`src/rtl/hazard_if.sv`:
```
// Decode/execute/memory hazard signals exchanged between the pipeline datapath and hazard_ctrl.
// The datapath drives the stage information (master); the sequencer returns stage controls (slave).
interface hazard_if #(
   parameter int CNT_W = 16
);
   logic             id_valid;
   logic [4:0]       id_rs1;
   logic [4:0]       id_rs2;
   logic             id_use_rs1;
   logic             id_use_rs2;
   logic             id_serial;
   logic [4:0]       ex_rs1;
   logic [4:0]       ex_rs2;
   logic [4:0]       ex_rd;
   logic             ex_memread;
   logic             ex_redirect;
   logic [4:0]       mem_rd;
   logic [4:0]       wb_rd;
   logic             mem_regwrite;
   logic             wb_regwrite;
   logic             dmem_busy;
   logic             pc_stall;
   logic             if_id_stall;
   logic             id_ex_stall;
   logic             ex_mem_stall;
   logic             if_id_flush;
   logic             id_ex_flush;
   logic [1:0]       fwd_a;
   logic [1:0]       fwd_b;
   logic [CNT_W-1:0] cnt_stall;
   logic [CNT_W-1:0] cnt_flush;
   logic [CNT_W-1:0] cnt_freeze;

   modport master (
      output id_valid, id_rs1, id_rs2, id_use_rs1, id_use_rs2, id_serial,
             ex_rs1, ex_rs2, ex_rd, ex_memread, ex_redirect,
             mem_rd, wb_rd, mem_regwrite, wb_regwrite, dmem_busy,
      input  pc_stall, if_id_stall, id_ex_stall, ex_mem_stall, if_id_flush, id_ex_flush,
             fwd_a, fwd_b, cnt_stall, cnt_flush, cnt_freeze
   );

   modport slave (
      input  id_valid, id_rs1, id_rs2, id_use_rs1, id_use_rs2, id_serial,
             ex_rs1, ex_rs2, ex_rd, ex_memread, ex_redirect,
             mem_rd, wb_rd, mem_regwrite, wb_regwrite, dmem_busy,
      output pc_stall, if_id_stall, id_ex_stall, ex_mem_stall, if_id_flush, id_ex_flush,
             fwd_a, fwd_b, cnt_stall, cnt_flush, cnt_freeze
   );
endinterface

```
`src/rtl/hazard_ctrl.sv`:
```
// Pipeline sequencer for the 5-stage RV32 core: load-use / serialising stalls, redirect flushes,
// memory freeze, EX operand forwarding and saturating performance counters.
module hazard_ctrl #(
   parameter int DRAIN_CYCLES = 3,
   parameter int CNT_W        = 16
) (
   input  logic     clk,
   input  logic     rst,
   hazard_if.slave  hz
);
   typedef enum logic {RUN = 1'b0, DRAIN = 1'b1} state_e;

   state_e           state_q, state_d;
   logic [3:0]       dcnt_q, dcnt_d;
   logic [CNT_W-1:0] cnt_stall_q, cnt_flush_q, cnt_freeze_q;

   logic lu_s, stall_pat_s, freeze_s, redirect_s;
   logic inc_stall_s, inc_flush_s, inc_freeze_s;

   function automatic logic [1:0] fwd_sel(input logic [4:0] rs, input logic mem_wr,
                                          input logic [4:0] mem_rd, input logic wb_wr,
                                          input logic [4:0] wb_rd);
      if (mem_wr && (mem_rd != 5'd0) && (mem_rd == rs)) begin
         return 2'b10;
      end else if (wb_wr && (wb_rd != 5'd0) && (wb_rd == rs)) begin
         return 2'b01;
      end else begin
         return 2'b00;
      end
   endfunction

   function automatic logic [CNT_W-1:0] sat_inc(input logic [CNT_W-1:0] v, input logic en);
      if (en && (v != {CNT_W{1'b1}})) begin
         return v + CNT_W'(1);
      end else begin
         return v;
      end
   endfunction

   assign lu_s = hz.ex_memread && (hz.ex_rd != 5'd0) && hz.id_valid &&
                 ((hz.id_use_rs1 && (hz.ex_rd == hz.id_rs1)) ||
                  (hz.id_use_rs2 && (hz.ex_rd == hz.id_rs2)));

   // Priority resolution: freeze, then redirect, then drain/load-use, then serial entry.
   always_comb begin
      state_d      = state_q;
      dcnt_d       = dcnt_q;
      stall_pat_s  = 1'b0;
      freeze_s     = 1'b0;
      redirect_s   = 1'b0;
      if (hz.dmem_busy) begin
         freeze_s = 1'b1;
      end else if (hz.ex_redirect) begin
         redirect_s = 1'b1;
         state_d    = RUN;
         dcnt_d     = 4'd0;
      end else begin
         case (state_q)
            DRAIN: begin
               if (dcnt_q != 4'd0) begin
                  stall_pat_s = 1'b1;
                  dcnt_d      = dcnt_q - 4'd1;
               end else begin
                  state_d = RUN;
               end
            end
            RUN: begin
               if (lu_s) begin
                  stall_pat_s = 1'b1;
               end else if (hz.id_valid && hz.id_serial) begin
                  stall_pat_s = 1'b1;
                  dcnt_d      = 4'(DRAIN_CYCLES - 1);
                  state_d     = DRAIN;
               end else begin
                  stall_pat_s = 1'b0;
               end
            end
            default: begin
               state_d = RUN;
               dcnt_d  = 4'd0;
            end
         endcase
      end
   end

   assign inc_stall_s  = stall_pat_s;
   assign inc_flush_s  = redirect_s;
   assign inc_freeze_s = freeze_s;

   // Sequencer state and event counters.
   always_ff @(posedge clk or posedge rst) begin
      if (rst) begin
         state_q      <= RUN;
         dcnt_q       <= 4'd0;
         cnt_stall_q  <= '0;
         cnt_flush_q  <= '0;
         cnt_freeze_q <= '0;
      end else begin
         state_q      <= state_d;
         dcnt_q       <= dcnt_d;
         cnt_stall_q  <= sat_inc(cnt_stall_q, inc_stall_s);
         cnt_flush_q  <= sat_inc(cnt_flush_q, inc_flush_s);
         cnt_freeze_q <= sat_inc(cnt_freeze_q, inc_freeze_s);
      end
   end

   // Controls are gated by rst so a reset mid-drain/freeze releases the pipe in the same cycle.
   assign hz.pc_stall     = !rst && (freeze_s || stall_pat_s);
   assign hz.if_id_stall  = !rst && (freeze_s || stall_pat_s);
   assign hz.id_ex_stall  = !rst && freeze_s;
   assign hz.ex_mem_stall = !rst && freeze_s;
   assign hz.if_id_flush  = !rst && redirect_s;
   assign hz.id_ex_flush  = !rst && (redirect_s || stall_pat_s);

   assign hz.fwd_a = fwd_sel(hz.ex_rs1, hz.mem_regwrite, hz.mem_rd, hz.wb_regwrite, hz.wb_rd);
   assign hz.fwd_b = fwd_sel(hz.ex_rs2, hz.mem_regwrite, hz.mem_rd, hz.wb_regwrite, hz.wb_rd);

   assign hz.cnt_stall  = cnt_stall_q;
   assign hz.cnt_flush  = cnt_flush_q;
   assign hz.cnt_freeze = cnt_freeze_q;
endmodule

```
`src/flat_wrapper.sv`:
```
// flat-port wrapper written by rule: the top's interface ports become plain ports
module hazard_ctrl_flat 
#(
   parameter int DRAIN_CYCLES = 3,
   parameter int CNT_W        = 16
)
  (clk, rst, hz_id_valid, hz_id_rs1, hz_id_rs2, hz_id_use_rs1, hz_id_use_rs2, hz_id_serial, hz_ex_rs1, hz_ex_rs2, hz_ex_rd, hz_ex_memread, hz_ex_redirect, hz_mem_rd, hz_wb_rd, hz_mem_regwrite, hz_wb_regwrite, hz_dmem_busy, hz_pc_stall, hz_if_id_stall, hz_id_ex_stall, hz_ex_mem_stall, hz_if_id_flush, hz_id_ex_flush, hz_fwd_a, hz_fwd_b, hz_cnt_stall, hz_cnt_flush, hz_cnt_freeze);
  hazard_if #(.CNT_W(CNT_W)) hz_i ();
  input  logic clk;
  input  logic rst;
  input wire logic [$bits(hz_i.id_valid)-1:0] hz_id_valid;
  input wire logic [$bits(hz_i.id_rs1)-1:0] hz_id_rs1;
  input wire logic [$bits(hz_i.id_rs2)-1:0] hz_id_rs2;
  input wire logic [$bits(hz_i.id_use_rs1)-1:0] hz_id_use_rs1;
  input wire logic [$bits(hz_i.id_use_rs2)-1:0] hz_id_use_rs2;
  input wire logic [$bits(hz_i.id_serial)-1:0] hz_id_serial;
  input wire logic [$bits(hz_i.ex_rs1)-1:0] hz_ex_rs1;
  input wire logic [$bits(hz_i.ex_rs2)-1:0] hz_ex_rs2;
  input wire logic [$bits(hz_i.ex_rd)-1:0] hz_ex_rd;
  input wire logic [$bits(hz_i.ex_memread)-1:0] hz_ex_memread;
  input wire logic [$bits(hz_i.ex_redirect)-1:0] hz_ex_redirect;
  input wire logic [$bits(hz_i.mem_rd)-1:0] hz_mem_rd;
  input wire logic [$bits(hz_i.wb_rd)-1:0] hz_wb_rd;
  input wire logic [$bits(hz_i.mem_regwrite)-1:0] hz_mem_regwrite;
  input wire logic [$bits(hz_i.wb_regwrite)-1:0] hz_wb_regwrite;
  input wire logic [$bits(hz_i.dmem_busy)-1:0] hz_dmem_busy;
  output wire logic [$bits(hz_i.pc_stall)-1:0] hz_pc_stall;
  output wire logic [$bits(hz_i.if_id_stall)-1:0] hz_if_id_stall;
  output wire logic [$bits(hz_i.id_ex_stall)-1:0] hz_id_ex_stall;
  output wire logic [$bits(hz_i.ex_mem_stall)-1:0] hz_ex_mem_stall;
  output wire logic [$bits(hz_i.if_id_flush)-1:0] hz_if_id_flush;
  output wire logic [$bits(hz_i.id_ex_flush)-1:0] hz_id_ex_flush;
  output wire logic [$bits(hz_i.fwd_a)-1:0] hz_fwd_a;
  output wire logic [$bits(hz_i.fwd_b)-1:0] hz_fwd_b;
  output wire logic [$bits(hz_i.cnt_stall)-1:0] hz_cnt_stall;
  output wire logic [$bits(hz_i.cnt_flush)-1:0] hz_cnt_flush;
  output wire logic [$bits(hz_i.cnt_freeze)-1:0] hz_cnt_freeze;
  assign hz_i.id_valid = hz_id_valid;
  assign hz_i.id_rs1 = hz_id_rs1;
  assign hz_i.id_rs2 = hz_id_rs2;
  assign hz_i.id_use_rs1 = hz_id_use_rs1;
  assign hz_i.id_use_rs2 = hz_id_use_rs2;
  assign hz_i.id_serial = hz_id_serial;
  assign hz_i.ex_rs1 = hz_ex_rs1;
  assign hz_i.ex_rs2 = hz_ex_rs2;
  assign hz_i.ex_rd = hz_ex_rd;
  assign hz_i.ex_memread = hz_ex_memread;
  assign hz_i.ex_redirect = hz_ex_redirect;
  assign hz_i.mem_rd = hz_mem_rd;
  assign hz_i.wb_rd = hz_wb_rd;
  assign hz_i.mem_regwrite = hz_mem_regwrite;
  assign hz_i.wb_regwrite = hz_wb_regwrite;
  assign hz_i.dmem_busy = hz_dmem_busy;
  assign hz_pc_stall = hz_i.pc_stall;
  assign hz_if_id_stall = hz_i.if_id_stall;
  assign hz_id_ex_stall = hz_i.id_ex_stall;
  assign hz_ex_mem_stall = hz_i.ex_mem_stall;
  assign hz_if_id_flush = hz_i.if_id_flush;
  assign hz_id_ex_flush = hz_i.id_ex_flush;
  assign hz_fwd_a = hz_i.fwd_a;
  assign hz_fwd_b = hz_i.fwd_b;
  assign hz_cnt_stall = hz_i.cnt_stall;
  assign hz_cnt_flush = hz_i.cnt_flush;
  assign hz_cnt_freeze = hz_i.cnt_freeze;
  hazard_ctrl #(.DRAIN_CYCLES(DRAIN_CYCLES), .CNT_W(CNT_W)) u_core (.clk(clk), .rst(rst), .hz(hz_i));
endmodule
```
`config.mk`:
```
export PLATFORM = sky130hd
export DESIGN_NAME = hazard_ctrl_flat
export DESIGN_NICKNAME = d
export VERILOG_FILES = /design/src/rtl/hazard_if.sv /design/src/rtl/hazard_ctrl.sv /design/src/flat_wrapper.sv
export SDC_FILE = /design/constraint.sdc
export NUM_CORES = 1
export LEC_CHECK = 0
export BUFFER_PORTS_ARGS = -buffer_cell sky130_fd_sc_hd__buf_4
export CAP_MARGIN = 40
export CORE_ASPECT_RATIO = 1.75
export CORE_MARGIN = 3
export CORE_UTILIZATION = 35
export CTS_CLUSTER_DIAMETER = 100
export CTS_CLUSTER_SIZE = 30
export DETAILED_ROUTE_END_ITERATION = 10
export SETUP_SLACK_MARGIN = 0.15
export SLEW_MARGIN = 25
export SYNTH_ARGS = -nofsm -noshare
export SYNTH_HDL_FRONTEND = slang
export SYNTH_SLANG_ARGS = --single-unit
```
`constraint.sdc`:
```
create_clock -name clk -period 4.6 [get_ports clk]
set_input_delay 0.23 -clock clk [delete_from_list [all_inputs] [get_ports clk]]
set_output_delay 0.23 -clock clk [all_outputs]
set_load 0.01 [all_outputs]
```
==> impl_metrics.json, run 1 <==
{
  "status": "finished, final reports clean",
  "worstSkewPairLatency_ns": 0.29,
  "cts_resized": 0,
  "cap_viol_max_count": 0,
  "grt_max_degree": 33,
  "worstPathRequired_ns": 4.37,
  "hold_buffers": 1,
  "multi_input_area_sq_mm": 0.001588,
  "n_fill_cell": 806,
  "route.detailed.vias_per_inst": 4.880,
  "dieArea_sq_mm": 0.009729,
  "dp.cells": 507,
  "cts_root_buf": "clkbuf_16",
  "netlist_area_sq_mm": 0.002989,
  "grt_util_all_layers": 0.1472,
  "area_delta_synth_final_pct": 35.41,
  "via_count": 2518,
  "drtIter0Drc": 87,
  "netlist_instances": 293,
  "wl_per_cell_um": 14.02,
  "antenna_found_initial": 0,
  "grt.overflow.total": 0,
  "hold_violations": 0,
  "synth-seq-cells": 53,
  "cts_sinks": 53,
  "p_total_uw": 1445,
  "reg2reg_depth": 7,
  "drive_gt1_frac": 0.3117,
  "fin_crit_sh": 0.4537,
  "diodes": 0,
  "ir_drop_uv": 291.2,
  "postRouteAntennaNets": 0,
  "clk_pin_slew_ns": 0.06,
  "post_cts_buffers": 0,
  "crit_arrival_ns": 1.86,
  "end_kind": "output pin",
  "die_y_um": 128.3,
  "gp_congestion": 0.7935,
  "final_max_slew_viol_count": 0,
  "drc_errors": 0,
  "htreeDepth": 2,
  "die_w_um": 75.86,
  "rows": 44,
  "cts_tree": "built",
  "fin_skew_ns": 0.006668,
  "worst_pin_slew_ns": 0.6766,
  "avgSynthCellArea_sq_um": 10.20,
  "power_density_mw_per_mm2": 357.0,
  "routed_wl_um": 7235,
  "p_leak_uw": 0.001955,
  "portBuffers": 103,
  "slew_headroom": 0.5454,
  "hp-class": "input pin to flop",
  "regArea_sq_mm": 0.001326,
  "initial_core_util": 0.3596,
  "dp_slack_ns": 2.549,
  "synth_cell_types": 42,
  "final_common_cell": "buf_4",
  "finalSetupViolations": 0,
  "grt_pass1_wl_um": 11390,
  "io_pins": 104,
  "finalWorstSetupSlack_ns": 2.513,
  "max_freq_mhz": 479.1,
  "path_class": "flop to output pin",
  "synthesis.nets": 344,
  "nNetsFinal": 451,
  "dr.pass1.iters": 4,
  "core-area_sq_mm": 0.008313,
  "whs_ns": 0.1981,
  "layout.cells.most_common_list": "buf_4, dfrtp_1, xnor2_1, xor2_1, nand2_1",
  "rsz0062_at_grt": "false",
  "fin_setup_tns_ns": 0,
  "yosysWarnings": 0,
  "cts_buffers": 5,
  "grt_pass1_vias": 2500,
  "ys_seq_area_frac": 0.4437,
  "hpwlAfterDp_um": 5776,
  "layout_min_cycle_time_ns": 2.087,
  "worstSetupStartpointType": "flop",
  "cts.path.max_buffers": 2,
  "whs_path_depth": 2,
  "final_cells": 516,
  "crit_fanout": 6
}
==> final cells by class <==
class                      instances  area share
sequential                        53      0.3277
tap                              115     0.03555
clock inverter                     1    0.002164
timing repair buffer             105      0.1954
inverter                          10    0.009274
clock buffer                       7     0.03771
multi-input combinational        225      0.3923
==> per-layer routing <==
metal  global-route usage  vias to the layer above  share of wire
met2               0.2712                      104           0.52
met3              0.03689                       10          0.082
li1                     -                     1231              -
met5                    0                        -              0
met1               0.1631                     1173           0.38
met4              0.03193                        0          0.017
==> flip-flops by register name, summed over array words and instances (netlist names) <==
| name | cells |
|---|---|
| u_core.hz.cnt_freeze | 16 |
| u_core.hz.cnt_flush | 16 |
| u_core.hz.cnt_stall | 16 |
| u_core.state_q | 1 |
| u_core.dcnt_q | 4 |
==> per-stage QoR <==
step,util,area [sq um]
floorplan,-,2989
global placement,0.4663,3876
detailed placement,0.4663,3876
CTS,0.4869,4048
global route,0.4869,4048
finish,0.4869,4048
==> critical path, cell delays in order, from the launching register on <==
cell and delay (ns):
dfrtp_1 0.45, inv_1 0.14, nor4b_2 0.55, nor2_1 0.08
o211a_1 0.22, buf_4 0.14
==> logic make-up (layout without fill, tap and decap cells) <==
| family | after synthesis | after routing | synth area share |
|---|---|---|---|
| adder cells (fa/ha/maj) | 5 | 5 | 0.02093 |
| buffers and inverters | 15 | 123 | 0.02511 |
| multiplexers | 4 | 4 | 0.01507 |
| AND/OR/NAND/NOR | 119 | 119 | 0.2173 |
| flip-flops | 53 | 53 | 0.4437 |
| XOR/XNOR | 75 | 75 | 0.2198 |
| AO/OA/AOI/OAI | 22 | 22 | 0.05818 |
==> cells in the mapped netlist, drive strengths merged <==
master	number	share of area
dfrtp	53	0.44
xnor2	38	0.11
xor2	37	0.11
nand2	24	0.030
nor2	19	0.024
nand3	17	0.034
nor3	14	0.025
nand4	11	0.023
inv	10	0.013
and3	7	0.015
nor4	6	0.013
and4	5	0.015
ha	5	0.021
o21ai	5	0.0084
mux2	4	0.015
or3	4	0.0084
or4	4	0.010
a21oi	3	0.0050
and2	3	0.0063
buf	3	0.010
a22oi	2	0.0050
a31o	2	0.0059
a32o	2	0.0067
clkbuf	2	0.0025
o22ai	2	0.0042
a21o	1	0.0025
and2b	1	0.0025
nand2b	1	0.0021
nor3b	1	0.0025
nor4b	1	0.0050
o211a	1	0.0033
o221ai	1	0.0029
o311a	1	0.0033
o31ai	1	0.0071
o32a	1	0.0038
or2	1	0.0021
==> worst paths after layout <==
kind | from | end | slack [ns]
min in group asynchronous | rst | u_core.hz.cnt_flush[9]$_DFFE_PP0P_ | 0.55
max reg2reg | u_core.dcnt_q[0]$_DFFE_PP0P_ | u_core.hz.cnt_stall[13]$_DFFE_PP0P_ | 2.57
max in group asynchronous | rst | u_core.hz.cnt_stall[15]$_DFFE_PP0P_ | 3.26
max | u_core.state_q$_DFFE_PP0N_ | hz_id_ex_flush | 2.51
min reg2reg | u_core.hz.cnt_stall[5]$_DFFE_PP0P_ | u_core.hz.cnt_stall[5]$_DFFE_PP0P_ | 0.49
min | hz_ex_redirect | u_core.state_q$_DFFE_PP0N_ | 0.20
==> report_power, final <==
part	switching [uW]	internal, uW	leakage [uW]
Clock	167	234	0.0000805
Combinational	177	217	0.00118
Sequential	109	542	0.000696
No activity file was read; power rests on OpenSTA's default activity.
==> run 2, diff against run 1 <==
- clock period: 4.6 -> 1.92 ns (I/O delays scaled with it)
==> impl_metrics.json, run 2 (synthesis results as in run 1) <==
{
  "hp-class": "input pin to flop",
  "grt_util_all_layers": 0.1691,
  "rsz0062_at_grt": "true",
  "crit_fanout": 4,
  "diodes": 0,
  "hpwlAfterDp_um": 6039,
  "routed_wl_um": 8135,
  "cts.path.max_buffers": 2,
  "initial_core_util": 0.3596,
  "clockPowerShare": 0.252,
  "cts_sinks": 53,
  "drive_gt1_frac": 0.4394,
  "cap_viol_max_count": 0,
  "critical_path.top_delay_family": "simple AND/OR/NAND/NOR gates",
  "grt_pass1_wl_um": 12560,
  "layout_min_cycle_time_ns": 1.866,
  "cts_tree": "built",
  "cts_buffers": 5,
  "worst_pin_slew_ns": 0.4144,
  "final_max_slew_viol_count": 0,
  "status": "finished, final reports clean",
  "finalWorstSetupSlack_ns": 0.05436,
  "htreeDepth": 2,
  "crit_path_max_incr_delay_ns": 0.37,
  "grt_pass1_vias": 2778,
  "worstSkewPairLatency_ns": 0.30,
  "switching_share": 0.3263,
  "layout.cells.most_common_list": "buf_4, dfrtp_1, xnor2_1, xor2_1, nand2_1",
  "netSwitchingPower_uw": 1183,
  "gp_congestion": 0.8281,
  "crit_arrival_ns": 1.77,
  "p_total_uw": 3625,
  "finalSetupViolations": 0,
  "clk_pin_slew_ns": 0.06,
  "fin_crit_sh": 0.9717,
  "grt_max_degree": 31,
  "end_kind": "output pin",
  "area_delta_synth_final_pct": 50.69,
  "ir_drop_uv": 436.5,
  "cp_common_cell": "buf_4",
  "fin_skew_ns": 0.01317,
  "max_freq_mhz": 536.0,
  "io_pins": 104,
  "nNetsFinal": 487,
  "grt.overflow.total": 0,
  "path_class": "flop to output pin",
  "via_count": 2723,
  "crit_buf_inv": 3,
  "power_density_mw_per_mm2": 804.8,
  "fin_util": 0.5418,
  "antenna_found_initial": 0,
  "drtIter0Drc": 49,
  "dieArea_sq_mm": 0.009729,
  "hold_violations": 0,
  "final_common_cell": "buf_4",
  "sequentialPowerShare": 0.423,
  "combPwrFrac": 0.325,
  "design_area_sq_mm": 0.004504,
  "p_int_uw": 2442,
  "dp_slack_ns": 0.04479,
  "rows": 44,
  "route.detailed.vias_per_inst": 4.933,
  "worstPathRequired_ns": 1.82,
  "slew_headroom": 0.7229,
  "die_w_um": 75.86,
  "place_area_sq_mm": 0.004029,
  "dr.pass1.iters": 4,
  "worstSetupStartpointType": "flop",
  "cp_cell_sequence": "inv_2, ha_4, nor4b_4, buf_4, or3_4, a21oi_4, buf_4",
  "p_leak_uw": 0.002164,
  "die_y_um": 128.3,
  "cts_root_buf": "clkbuf_16",
  "portBuffers": 103,
  "core-area_sq_mm": 0.008313,
  "slowest_stage": "dfrtp_1",
  "drc_errors": 0,
  "whs_ns": 0.08978,
  "postRouteAntennaNets": 0,
  "wl_per_cell_um": 14.74
}
run 2: changes by cell type in the layout (fill, tap and decap cells not counted), sizes merged:
cell	previous run	this run
buf	104	139
clkbuf	7	5
clkinv	0	1
clkinvlp	0	1
nand3	17	18
run 2: worst register-to-register path: cells and delay by family, from the launching register on:
kind / cells / cell delay (ns)
DFF: 1 / 0.37
muxes: 1 / 0.27
AOI/OAI and AO/OA: 2 / 0.23
buffers and inverters: 6 / 0.67
adders and majority gates: 1 / 0.19
run 2: power groups by stage:
stage / Combinational, uW / Sequential [uW] / Clock (uW)
final: 1180 / 1530 / 913
after global routing: 1290 / 1570 / 984
after CTS: 1140 / 1540 / 935
after detailed placement: 1070 / 1550 / 0
after global placement: 1060 / 1550 / 0
after floorplan: 448 / 1610 / 0
run 2: per-stage QoR:
stage                     setup TNS [ns]  instances
after floorplan                        0        293
after global placement                 0        523
after detailed placement               0        523
after CTS                              0        544
after global routing            -0.03717        552
final                                  0        552
run 2: final timing paths:
check	endpoint	slack, ns	start	cells past startpoint
worst max-delay path	hz_if_id_stall	0.05	u_core.dcnt_q[1]$_DFFE_PP0P_	7
worst min-delay path	u_core.state_q$_DFFE_PP0N_	0.09	hz_ex_redirect	2
worst max register to register	u_core.dcnt_q[2]$_DFFE_PP0P_	0.08	u_core.dcnt_q[1]$_DFFE_PP0P_	10
worst min register to register	u_core.hz.cnt_flush[13]$_DFFE_PP0P_	0.50	u_core.hz.cnt_flush[13]$_DFFE_PP0P_	1
max in group asynchronous	u_core.hz.cnt_stall[7]$_DFFE_PP0P_	1.12	rst	4
min in group asynchronous	u_core.hz.cnt_flush[12]$_DFFE_PP0P_	0.47	rst	4
run 2: area by class of cell:
class | instances | area [sq um]
clock buffer | 5 | 125.1
fill | 777 | 3809
tap | 115 | 143.9
multi-input combinational | 226 | 1782
inverter | 10 | 37.54
sequential | 53 | 1334
clock inverter | 3 | 21.27
timing repair buffer | 140 | 1061
run 2: routing by layer:
| metal | track usage | vias up | wire (um) |
|---|---|---|---|
| li1 | - | 1311 | - |
| met1 | 0.1712 | 1293 | 2889 |
| met2 | 0.3045 | 100 | 4431 |
| met3 | 0.04239 | 19 | 551 |
| met4 | 0.08445 | 0 | 263 |
| met5 | 0 | - | 0 |
run 2: what timing repair did:
action / in CTS / in global routing
gates cloned: 1 / 0
setup endpoints to repair: 14 / 35
setup buffers: 11 / 8
hold buffers: 1 / 0
pin swaps: 3 / 8
hold endpoints to repair: 53 / 0
gates resized for setup: 14 / 26
